==> src/rtl/tag_sort_sched_pkg.sv <==
// Shared definitions for the tag-sort occupancy scheduler.
package tag_sort_pkg;

  localparam int unsigned TAG_W = 4;
  localparam int unsigned NTAGS = 16;

  typedef logic [1:0] state_t;

  localparam state_t ST_IDLE = 2'd0;
  localparam state_t ST_SRCH = 2'd1;
  localparam state_t ST_RESP = 2'd2;

  // Mask with every bit at index >= ptr set.
  function automatic logic [NTAGS-1:0] ge_mask(input logic [TAG_W-1:0] ptr);
    return {NTAGS{1'b1}} << ptr;
  endfunction

endpackage

==> src/rtl/tag_sort_sched_if.sv <==
// Insert/dequeue handshake and status bundle for tag_sort_sched.
interface tag_sort_sched_if;
  import tag_sort_pkg::*;

  logic             ins_valid;
  logic [TAG_W-1:0] ins_tag;
  logic             ins_ready;
  logic             deq_req;
  logic             deq_ready;
  logic             deq_valid;
  logic [TAG_W-1:0] deq_tag;
  logic             deq_empty;
  logic [TAG_W-1:0] cur_ptr;
  logic [NTAGS-1:0] occ;

  modport master (
    output ins_valid, ins_tag, deq_req,
    input  ins_ready, deq_ready, deq_valid, deq_tag, deq_empty, cur_ptr, occ
  );

  modport slave (
    input  ins_valid, ins_tag, deq_req,
    output ins_ready, deq_ready, deq_valid, deq_tag, deq_empty, cur_ptr, occ
  );

endinterface

==> src/rtl/tag_sort_sched_search.sv <==
// Circular first-set search over the 16-bit occupancy mask.
module tag_search16
  import tag_sort_pkg::*;
(
  input  logic [NTAGS-1:0] mask,
  input  logic [TAG_W-1:0] start,
  input  logic             wrap_en,
  output logic [TAG_W-1:0] idx,
  output logic             found
);

  logic [NTAGS-1:0] hi_mask;
  logic [NTAGS-1:0] pick;

  // Prefer tags at/after start; fall back to the whole mask only when wrapping.
  always_comb begin
    hi_mask = mask & ge_mask(start);
    if (|hi_mask) begin
      pick = hi_mask;
    end else if (wrap_en) begin
      pick = mask;
    end else begin
      pick = '0;
    end
    found = |pick;
    idx   = '0;
    for (int unsigned i = NTAGS; i > 0; i--) begin
      if (pick[i-1]) begin
        idx = TAG_W'(i - 1);
      end
    end
  end

endmodule

==> src/rtl/tag_sort_sched.sv <==
// Per-tag pending counters, occupancy mask and 3-cycle dequeue sequencer.
module tag_sort_sched
  import tag_sort_pkg::*;
#(
  parameter int unsigned CNT_W = 4,
  parameter int unsigned WRAP  = 1
) (
  input  logic             clk,
  input  logic             rst_n,
  tag_sort_sched_if.slave  bus
);

  localparam logic [CNT_W-1:0] CNT_MAX = '1;
  localparam logic             WRAP_EN = (WRAP != 0);

  logic [CNT_W-1:0] cnt      [NTAGS];
  logic [CNT_W-1:0] cnt_next [NTAGS];
  logic [NTAGS-1:0] occ_q;
  logic [NTAGS-1:0] occ_next;
  logic [TAG_W-1:0] ptr_q;
  state_t           state_q;
  state_t           state_next;
  logic             deq_valid_q;
  logic [TAG_W-1:0] deq_tag_q;
  logic             deq_empty_q;

  logic             ins_fire;
  logic             dec_fire;
  logic             srch_found;
  logic [TAG_W-1:0] srch_idx;

  assign bus.ins_ready = (cnt[bus.ins_tag] != CNT_MAX);
  assign ins_fire      = bus.ins_valid & bus.ins_ready;
  assign bus.deq_ready = (state_q == ST_IDLE);
  assign dec_fire      = (state_q == ST_SRCH) & srch_found;

  assign bus.deq_valid = deq_valid_q;
  assign bus.deq_tag   = deq_tag_q;
  assign bus.deq_empty = deq_empty_q;
  assign bus.cur_ptr   = ptr_q;
  assign bus.occ       = occ_q;

  tag_search16 u_search (
    .mask    (occ_q),
    .start   (ptr_q),
    .wrap_en (WRAP_EN),
    .idx     (srch_idx),
    .found   (srch_found)
  );

  // Next counter values; an insert and a decrement on the same tag cancel.
  always_comb begin
    for (int unsigned i = 0; i < NTAGS; i++) begin
      cnt_next[i] = cnt[i];
      if ((ins_fire && bus.ins_tag == TAG_W'(i)) && !(dec_fire && srch_idx == TAG_W'(i))) begin
        cnt_next[i] = cnt[i] + CNT_W'(1);
      end else if (!(ins_fire && bus.ins_tag == TAG_W'(i)) && (dec_fire && srch_idx == TAG_W'(i))) begin
        cnt_next[i] = cnt[i] - CNT_W'(1);
      end
      occ_next[i] = (cnt_next[i] != '0);
    end
  end

  // Dequeue sequencer: IDLE -> SRCH -> RESP -> IDLE.
  always_comb begin
    state_next = ST_IDLE;
    case (state_q)
      ST_IDLE: state_next = bus.deq_req ? ST_SRCH : ST_IDLE;
      ST_SRCH: state_next = ST_RESP;
      ST_RESP: state_next = ST_IDLE;
      default: state_next = ST_IDLE;
    endcase
  end

  // Counter array and registered occupancy mask.
  always_ff @(posedge clk or negedge rst_n) begin
    if (!rst_n) begin
      for (int unsigned i = 0; i < NTAGS; i++) begin
        cnt[i] <= '0;
      end
      occ_q <= '0;
    end else begin
      cnt   <= cnt_next;
      occ_q <= occ_next;
    end
  end

  // FSM state, round pointer and dequeue result registers.
  always_ff @(posedge clk or negedge rst_n) begin
    if (!rst_n) begin
      state_q     <= ST_IDLE;
      ptr_q       <= '0;
      deq_valid_q <= 1'b0;
      deq_tag_q   <= '0;
      deq_empty_q <= 1'b0;
    end else begin
      state_q     <= state_next;
      deq_valid_q <= (state_q == ST_SRCH);
      if (state_q == ST_SRCH) begin
        if (srch_found) begin
          ptr_q       <= srch_idx;
          deq_tag_q   <= srch_idx;
          deq_empty_q <= 1'b0;
        end else begin
          deq_tag_q   <= ptr_q;
          deq_empty_q <= 1'b1;
        end
      end
    end
  end

endmodule

==> src/flat_wrapper.sv <==
// flat-port wrapper written by rule: the top's interface ports become plain ports
module tag_sort_sched_flat import tag_sort_pkg::*;
#(
  parameter int unsigned CNT_W = 4,
  parameter int unsigned WRAP  = 1
)
  (clk, rst_n, bus_ins_valid, bus_ins_tag, bus_deq_req, bus_ins_ready, bus_deq_ready, bus_deq_valid, bus_deq_tag, bus_deq_empty, bus_cur_ptr, bus_occ);
  tag_sort_sched_if bus_i ();
  input  logic clk;
  input  logic rst_n;
  input wire logic [$bits(bus_i.ins_valid)-1:0] bus_ins_valid;
  input wire logic [$bits(bus_i.ins_tag)-1:0] bus_ins_tag;
  input wire logic [$bits(bus_i.deq_req)-1:0] bus_deq_req;
  output wire logic [$bits(bus_i.ins_ready)-1:0] bus_ins_ready;
  output wire logic [$bits(bus_i.deq_ready)-1:0] bus_deq_ready;
  output wire logic [$bits(bus_i.deq_valid)-1:0] bus_deq_valid;
  output wire logic [$bits(bus_i.deq_tag)-1:0] bus_deq_tag;
  output wire logic [$bits(bus_i.deq_empty)-1:0] bus_deq_empty;
  output wire logic [$bits(bus_i.cur_ptr)-1:0] bus_cur_ptr;
  output wire logic [$bits(bus_i.occ)-1:0] bus_occ;
  assign bus_i.ins_valid = bus_ins_valid;
  assign bus_i.ins_tag = bus_ins_tag;
  assign bus_i.deq_req = bus_deq_req;
  assign bus_ins_ready = bus_i.ins_ready;
  assign bus_deq_ready = bus_i.deq_ready;
  assign bus_deq_valid = bus_i.deq_valid;
  assign bus_deq_tag = bus_i.deq_tag;
  assign bus_deq_empty = bus_i.deq_empty;
  assign bus_cur_ptr = bus_i.cur_ptr;
  assign bus_occ = bus_i.occ;
  tag_sort_sched #(.CNT_W(CNT_W), .WRAP(WRAP)) u_core (.clk(clk), .rst_n(rst_n), .bus(bus_i));
endmodule
==> config.mk <==
export PLATFORM = sky130hd
export DESIGN_NAME = tag_sort_sched_flat
export DESIGN_NICKNAME = d
export VERILOG_FILES = /design/src/rtl/tag_sort_sched_pkg.sv /design/src/rtl/tag_sort_sched_if.sv /design/src/rtl/tag_sort_sched_search.sv /design/src/rtl/tag_sort_sched.sv /design/src/flat_wrapper.sv
export SDC_FILE = /design/constraint.sdc
export NUM_CORES = 1
export LEC_CHECK = 0
export ABC_AREA = 1
export BUFFER_PORTS_ARGS = -buffer_cell sky130_fd_sc_hd__buf_2
export CAP_MARGIN = 20
export CORE_AREA = 2 2 164 166
export CTS_CLUSTER_DIAMETER = 60
export DETAILED_ROUTE_END_ITERATION = 8
export DIE_AREA = 0 0 166 168
export GPL_ROUTABILITY_DRIVEN = 0
export GPL_TIMING_DRIVEN = 1
export PLACE_DENSITY_LB_ADDON = 0.12
export REMOVE_ABC_BUFFERS = 1
export SYNTH_ARGS = -nofsm -noshare
export SYNTH_HDL_FRONTEND = slang
export SYNTH_SLANG_ARGS = --single-unit
==> constraint.sdc <==
create_clock -name clk -period 5.62 [get_ports clk]
set_input_delay 1.124 -clock clk [delete_from_list [all_inputs] [get_ports clk]]
set_output_delay 1.124 -clock clk [all_outputs]
set_load 0.03 [all_outputs]
==> run_results.csv, run 1 <==
group,metric,value,unit
global_routing,antenna_found_initial,0,
floorplanning,core_area,26400,um2
route,drc,0,
power,p_leak,0.00400,uW
power,seqPwrFrac,32.1,%
floorplanning,num_rows,60,
synthesis,yosys.cell_types.count,41,
layout,final_common_cell,"nand2_1",
placed_design,portBuffers,35,
global_routing,grt_max_degree,56,
setup_path,cp-end-kind,"primary output",
setup_path,critical_path_arrival,3000,ps
setup_path,slowest_stage,"inv_1",
cts,post_cts_resized,0,
setup_path,slowest_delay,430,ps
global_routing,grt_pass1_vias,5700,
setup_path,critPathRequiredTime,4500,ps
cts,clkSinkCount,87,
route,vias,5923,
route,via_per_inst,4.48,
status,outcome,"complete, no violations",
cts,root_buffer,"clkbuf_16",
route,drt_first_pass_iters,5,
timing,slew_headroom,49.5,%
layout,fin_util,27.5,%
setup_path,crit_buf_inv,4,
cts,path_clk_slew,70,ps
layout,nets,1015,
timing,setup_violations,0,
timing,rsz0062_at_grt,"false",
timing,fin_tns_setup,0,ps
power,peakVddDrop,0.000269,V
setup_path,worstSetupPathType,"in2out",
global_routing,grt_pass1_wl,30900,um
cts,cts_buffers,9,
setup_path,critPathMaxFanout,15,
route,ant_nets,0,
flow_run,maxCapViolCount,0,
floorplanning,die_area,27900,um2
timing,maxSlewViolCount,0,
setup_path,critical_path.startpoint_type,"input port",
synthesis,yosys_warnings,0,
hold_path,hold_class,"reg2reg",
synthesis,ys_ff_latch,87,
layout,final_cell_mix,"nand2_1 (263), inv_1 (161), dfrtp_1 (87), nor2_1 (78), nand3_1 (78)",
power,power_switching,1680,uW
cts,clk_latency,360,ps
synthesis,avgSynthCellArea,6.81,um2
layout,area_growth_syn_to_layout,12.9,%
cts,cts_tree,"built",
layout,drive_gt1_share,9.39,%
timing,min_period_over_period,73.3,%
synthesis,syn-cell-area,6420,um2
cts,cts.path.max_buffers,2,
setup_path,cp_top_family,"buffers and inverters",
floorplanning,io-pin-count,36,
synthesis,ys.flop_type,"dfrtp_1",
timing,clock_skew,7.33,ps
cts,htree_num_levels,3,
power,intPower,1740,uW
layout,antenna_cells,0,
synthesis,syn_inst,942,
cts,cts_hold_buf,0,
global_routing,grt_use_total,14.1,%
floorplanning,initial_utilization,24.3,%
timing,worst_slew_pin_slew,758,ps
route,totalWireLength,19200,um
setup_path,path_cells,"buf_2, inv_1, nor2_1, inv_1, o22ai_1, o21ai_0, nand4_1, o2111ai_1, buf_2",
global_routing,overflow,0,
placed_design,hpwl,15400,um
floorplanning,die_h,168,um
timing,report.final.hold_viol_count,0,
cts,postCtsSetupRepairBufs,0,
timing,max_freq,0.243,GHz
synthesis,synthArstFlopShare,100,%
power,pwr-share-clk,19.0,%
route,drt_iter0_markers,376,
synthesis,ys_seq_area_share,33.9,%
floorplanning,die_w,166,um
timing,fin_crit,4120,ps
route,wire_per_inst,14.6,um
power,powerDensity,473,nW/um2
power,combPwrFrac,48.9,%
power,switching_share,49.1,%
synthesis,synth-edff-count,0,
-- layout make-up --
type / count / area [um2]
Fill cell: 2911 / 19100
Multi-Input combinational cell: 669 / 3510
Sequential cell: 87 / 2180
Inverter: 172 / 646
Tap cell: 341 / 427
Clock buffer: 9 / 225
Timing Repair Buffer: 36 / 185
Clock inverter: 7 / 80.1
-- power by group through the flow --
stage / registers (uW) / logic, uW / clock network (uW)
2_1_floorplan: 1120 / 1170 / 0
3_3_place_gp: 1120 / 1700 / 0
3_5_place_dp: 1110 / 1680 / 0
4_1_cts: 1100 / 1690 / 673
5_1_grt: 1130 / 1910 / 706
6_report: 1100 / 1680 / 650
-- registers in the layout (all words and copies together), names as in the netlist --
register	count
u_core.cnt	64
u_core.bus.occ	16
u_core.bus.cur_ptr	4
u_core.bus.deq_empty	1
u_core.bus.deq_valid	1
u_core.state_q	1
-- logic make-up (layout without fill, tap and decap cells) --
| logic type | count (synthesis) | in the layout | share of synthesized area [%] |
|---|---|---|---|
| and+or+nand+nor | 504 | 504 | 35.4 |
| buffers and inverters | 186 | 224 | 11.4 |
| AOI/OAI and AO/OA | 109 | 109 | 9.77 |
| DFF | 87 | 87 | 33.9 |
| adders and majority gates | 32 | 32 | 6.24 |
| xor gates and xnor gates | 24 | 24 | 3.28 |
-- path summary, 6_finish.rpt --
path	start	to	slack, ps	cells past startpoint
max	bus_ins_tag[0]	bus_ins_ready	1500	9
min	u_core.state_q[0]	u_core.state_q[0]	460	1
max reg2reg	u_core.bus.cur_ptr[3]	u_core.bus.occ[9]	1830	21
min reg2reg	u_core.state_q[0]	u_core.state_q[0]	460	1
max in group asynchronous	rst_n	u_core.cnt[25]	3810	2
min in group asynchronous	rst_n	u_core.cnt[48]	850	1
-- worst register-to-register path, cell delays in order, from the launching register on --
cell and delay (ps):
dfrtp_1 650, inv_2 110, nand2_1 80, nor2_1 60, a21oi_1 110, nand2_1 60, nor2_1 160, nand2_2 90
inv_2 170, o21ai_0 140, nand2_1 110, a31oi_1 40, o21bai_1 120, nand2_1 80, a21oi_2 570, inv_2 280
nand4_2 270, nand2_1 140, nand3_1 130, nand2_1 70, nor2_1 140, nand3_1 80
-- cells in the mapped netlist, drive strengths merged, types with 2 or more instances --
master,instances,area share [%]
nand2,272,17
inv,172,10
dfrtp,87,34
nor2,87,5.5
nand3,82,6.7
o21ai,53,4.1
nand4,36,3.9
ha,32,6.2
o22ai,28,2.7
xor2,20,2.7
nor3,15,1.3
a21oi,14,1.2
buf,12,1.2
nand3b,6,0.70
nor4,4,0.39
xnor2,4,0.55
a21boi,3,0.35
o21bai,3,0.35
a22oi,2,0.23
clkbuf,2,0.12
o221ai,2,0.27
-- through the flow --
stage | cell area (um2) | power [uW] | hold WS [ps] | worst slack [ps] | instances
5_1_grt | 7250 | 3750 | 500 | 1300 | 1321
4_1_cts | 7250 | 3460 | 471 | 1500 | 1321
3_3_place_gp | 6940 | 2820 | 469 | 1330 | 1305
2_1_floorplan | 6330 | 2300 | 432 | 1760 | 928
6_report | 7250 | 3420 | 464 | 1500 | 1321
3_5_place_dp | 6940 | 2790 | 459 | 1270 | 1305
-- metal layers --
layer,GRT usage [%],wire length (um)
met5,0,0
met4,3.74,325
met3,3.17,642
met2,22.4,8610
met1,19.4,9670
Power figures use the tool's default switching activity.
==> inputs of run 2 (changes only) <==
- ABC_AREA: 1 -> 0
- CORE_AREA: 2 2 164 166 -> 2 2 166 168
- DIE_AREA: 0 0 166 168 -> 0 0 168 170
- clock period: 5.62 -> 4.3 ns (I/O delays scaled with it)
==> run 2 against run 1 <==
Synthesized area is 2.3% higher. Routed wire length is 2.5% higher. Final cell count is 13% lower. Global-route usage is 0.12 points higher. First-iteration DRC count is 1.1% higher. Highest routed layer unchanged. Clock power is 29% higher.
==> run_results.csv, run 2 <==
group,metric,value,unit
status,outcome,"complete, no violations",
placed_design,hpwl,15300,um
layout,final_common_cell,"dfrtp_1",
hold_path,worstHoldPathCells,1,
route,via_per_inst,5.01,
timing,postLayoutSetupSlackWorst,360,ps
synthesis,synthArstFlopShare,100,%
flow_run,maxCapViolCount,0,
hold_path,whs_endpoint,"u_core.cnt[35]",
power,powerDensity,654,nW/um2
route,drt_first_pass_iters,5,
layout,antenna_cells,0,
setup_path,critPathMaxFanout,10,
global_routing,grt_max_degree,61,
route,drc,0,
synthesis,synth_most_common_cell,"dfrtp_1",
setup_path,worstSetupPathType,"reg2reg",
cts,cts_hold_buf,0,
synthesis,ys_seq_area_share,33.2,%
timing,max_freq,0.254,GHz
global_routing,antenna_found_initial,0,
cts,path_clk_slew,70,ps
power,p_leak,0.00315,uW
layout,nets,842,
global_routing,grt_pass1_vias,5588,
synthesis,syn_inst,754,
synthesis,ys_ff_latch,87,
setup_path,critPathRequiredTime,4530,ps
setup_path,rrSetupSlack,360,ps
synthesis,ys.flop_type,"dfrtp_1",
route,wire_per_inst,17.2,um
timing,maxSlewViolCount,0,
power,finalPower,4930,uW
setup_path,r2r-start,"u_core.bus.cur_ptr[1]",
hold_path,hold_class,"reg2reg",
placed_design,portBuffers,35,
layout,final_cell_mix,"dfrtp_1 (87), nor2_1 (63), inv_1 (57), nand2_1 (57), buf_2 (34)",
timing,min_period_over_period,91.6,%
synthesis,synth_common_cells,"dfrtp_1 (87), nor2_1 (63), inv_1 (57), nand2_1 (57)",
cts,post_cts_resized,0,
floorplanning,core_area,26700,um2
timing,worst_slew_pin_slew,916,ps
synthesis,yosys.area.top_type_share,33.2,%
route,vias,5749,
floorplanning,io-pin-count,36,
cts,cts.path.max_buffers,2,
cts,clk_latency,360,ps
layout,largest_reg_flops,64,
synthesis,synth_top_cell_by_area,"dfrtp_1",
floorplanning,die_h,170,um
route,drt_iter0_markers,380,
global_routing,grt_pass1_wl,31300,um
power,peakVddDrop,0.000217,V
floorplanning,initial_utilization,24.6,%
hold_path,min_from,"u_core.cnt[35]",
route,ant_nets,0,
timing,slew_headroom,38.5,%
floorplanning,die_w,168,um
setup_path,rr_endpoint,"u_core.bus.occ[5]",
synthesis,synth-edff-count,0,
setup_path,cp-end-kind,"flop",
timing,hold_ws,488,ps
cts,cts_tree,"built",
placed_design,pre_cts_ws,222,ps
layout,drive_gt1_share,14.6,%
global_routing,grt_use_total,14.2,%
setup_path,critical_path_arrival,4170,ps
cts,postCtsSetupRepairBufs,0,
timing,fin_tns_setup,0,ps
layout,final_area,7540,um2
setup_path,critical_path.startpoint_type,"flop",
timing,report.final.hold_viol_count,0,
timing,fin_crit,3940,ps
cts,cts_buffers,9,
cts,root_buffer,"clkbuf_16",
synthesis,avgSynthCellArea,8.71,um2
timing,rsz0062_at_grt,"false",
placed_design,post_dp_cell_area,7230,um2
layout,largest-register,"u_core.cnt",
cts,htree_num_levels,3,
synthesis,yosys_warnings,0,
timing,setup_violations,0,
floorplanning,die_area,28600,um2
timing,clock_skew,11.6,ps
layout,num-fill-cells,2800,
synthesis,yosys.cell_types.count,84,
cts,clkSinkCount,87,
global_routing,overflow,0,
floorplanning,num_rows,60,
synthesis,syn-cell-area,6560,um2
route,totalWireLength,19700,um
synthesis,synth.area.top_cells,"dfrtp_1 (33%), ha_1 (6.1%), xnor2_1 (4.4%)",
setup_path,worst_r2r_path_depth,11,
layout,area_growth_syn_to_layout,14.8,%
run 2: cell type report:
| class | count | area (um2) | share of cell area [%] |
|---|---|---|---|
| Timing Repair Buffer | 62 | 380 | 5.05 |
| Tap cell | 341 | 427 | 5.66 |
| Clock inverter | 4 | 52.6 | 0.697 |
| Sequential cell | 87 | 2180 | 28.9 |
| Multi-Input combinational cell | 582 | 4020 | 53.3 |
| Clock buffer | 12 | 256 | 3.40 |
| Inverter | 60 | 225 | 2.99 |
run 2: cells by family after synthesis:
kind of cell | Yosys count | synth area share (%)
AOI/OAI and AO/OA | 172 | 18.9
DFF | 87 | 33.2
adders and majority gates | 36 | 6.71
buffers and inverters | 85 | 5.60
and+or+nand+nor | 303 | 24.7
muxes | 26 | 4.82
xor gates and xnor gates | 45 | 6.00
run 2: routing by layer:
metal	wire [um]	global-route usage, %	vias to the layer above
li1	-	-	2850
met1	9300	18.5	2778
met2	9140	23.2	85
met3	524	2.21	36
met5	0	0	-
met4	767	6.77	0
run 2: where the power goes:
group          total [uW]  switching [uW]  internal (uW)
logic                2500            1490           1010
registers            1590             447           1140
clock network         839             354            485
run 2: critical path: stages (launching register included):
cell and delay, ps:
dfrtp_1 500, nor2_1 160, a222oi_1 390, o211a_1 250, and3_4 280, o32ai_1 110, a311oi_2 460, or3_1 480
nand3_4 180, and2_1 220, or4_1 470, a221o_1 330
run 2: worst max-delay path by stage:
stage                     startpoint           endpoint  slack, ps  cells past startpoint
2_1_floorplan  u_core.bus.cur_ptr[2]  u_core.bus.occ[5]        300                     11
3_5_place_dp          bus_ins_tag[1]  u_core.bus.occ[3]        220                     10
6_report       u_core.bus.cur_ptr[1]  u_core.bus.occ[5]        360                     11
4_1_cts        u_core.bus.cur_ptr[1]  u_core.bus.occ[5]        390                     11
3_3_place_gp          bus_ins_tag[1]  u_core.bus.occ[5]        260                     10
5_1_grt        u_core.bus.cur_ptr[3]  u_core.bus.occ[5]        150                     12
run 2: stage by stage:
step	cells	utilization, %
floorplan	729	-
global placement	1132	27.1
detailed placement	1132	27.1
CTS	1148	28.3
global route	1148	28.3
finish	1148	28.3
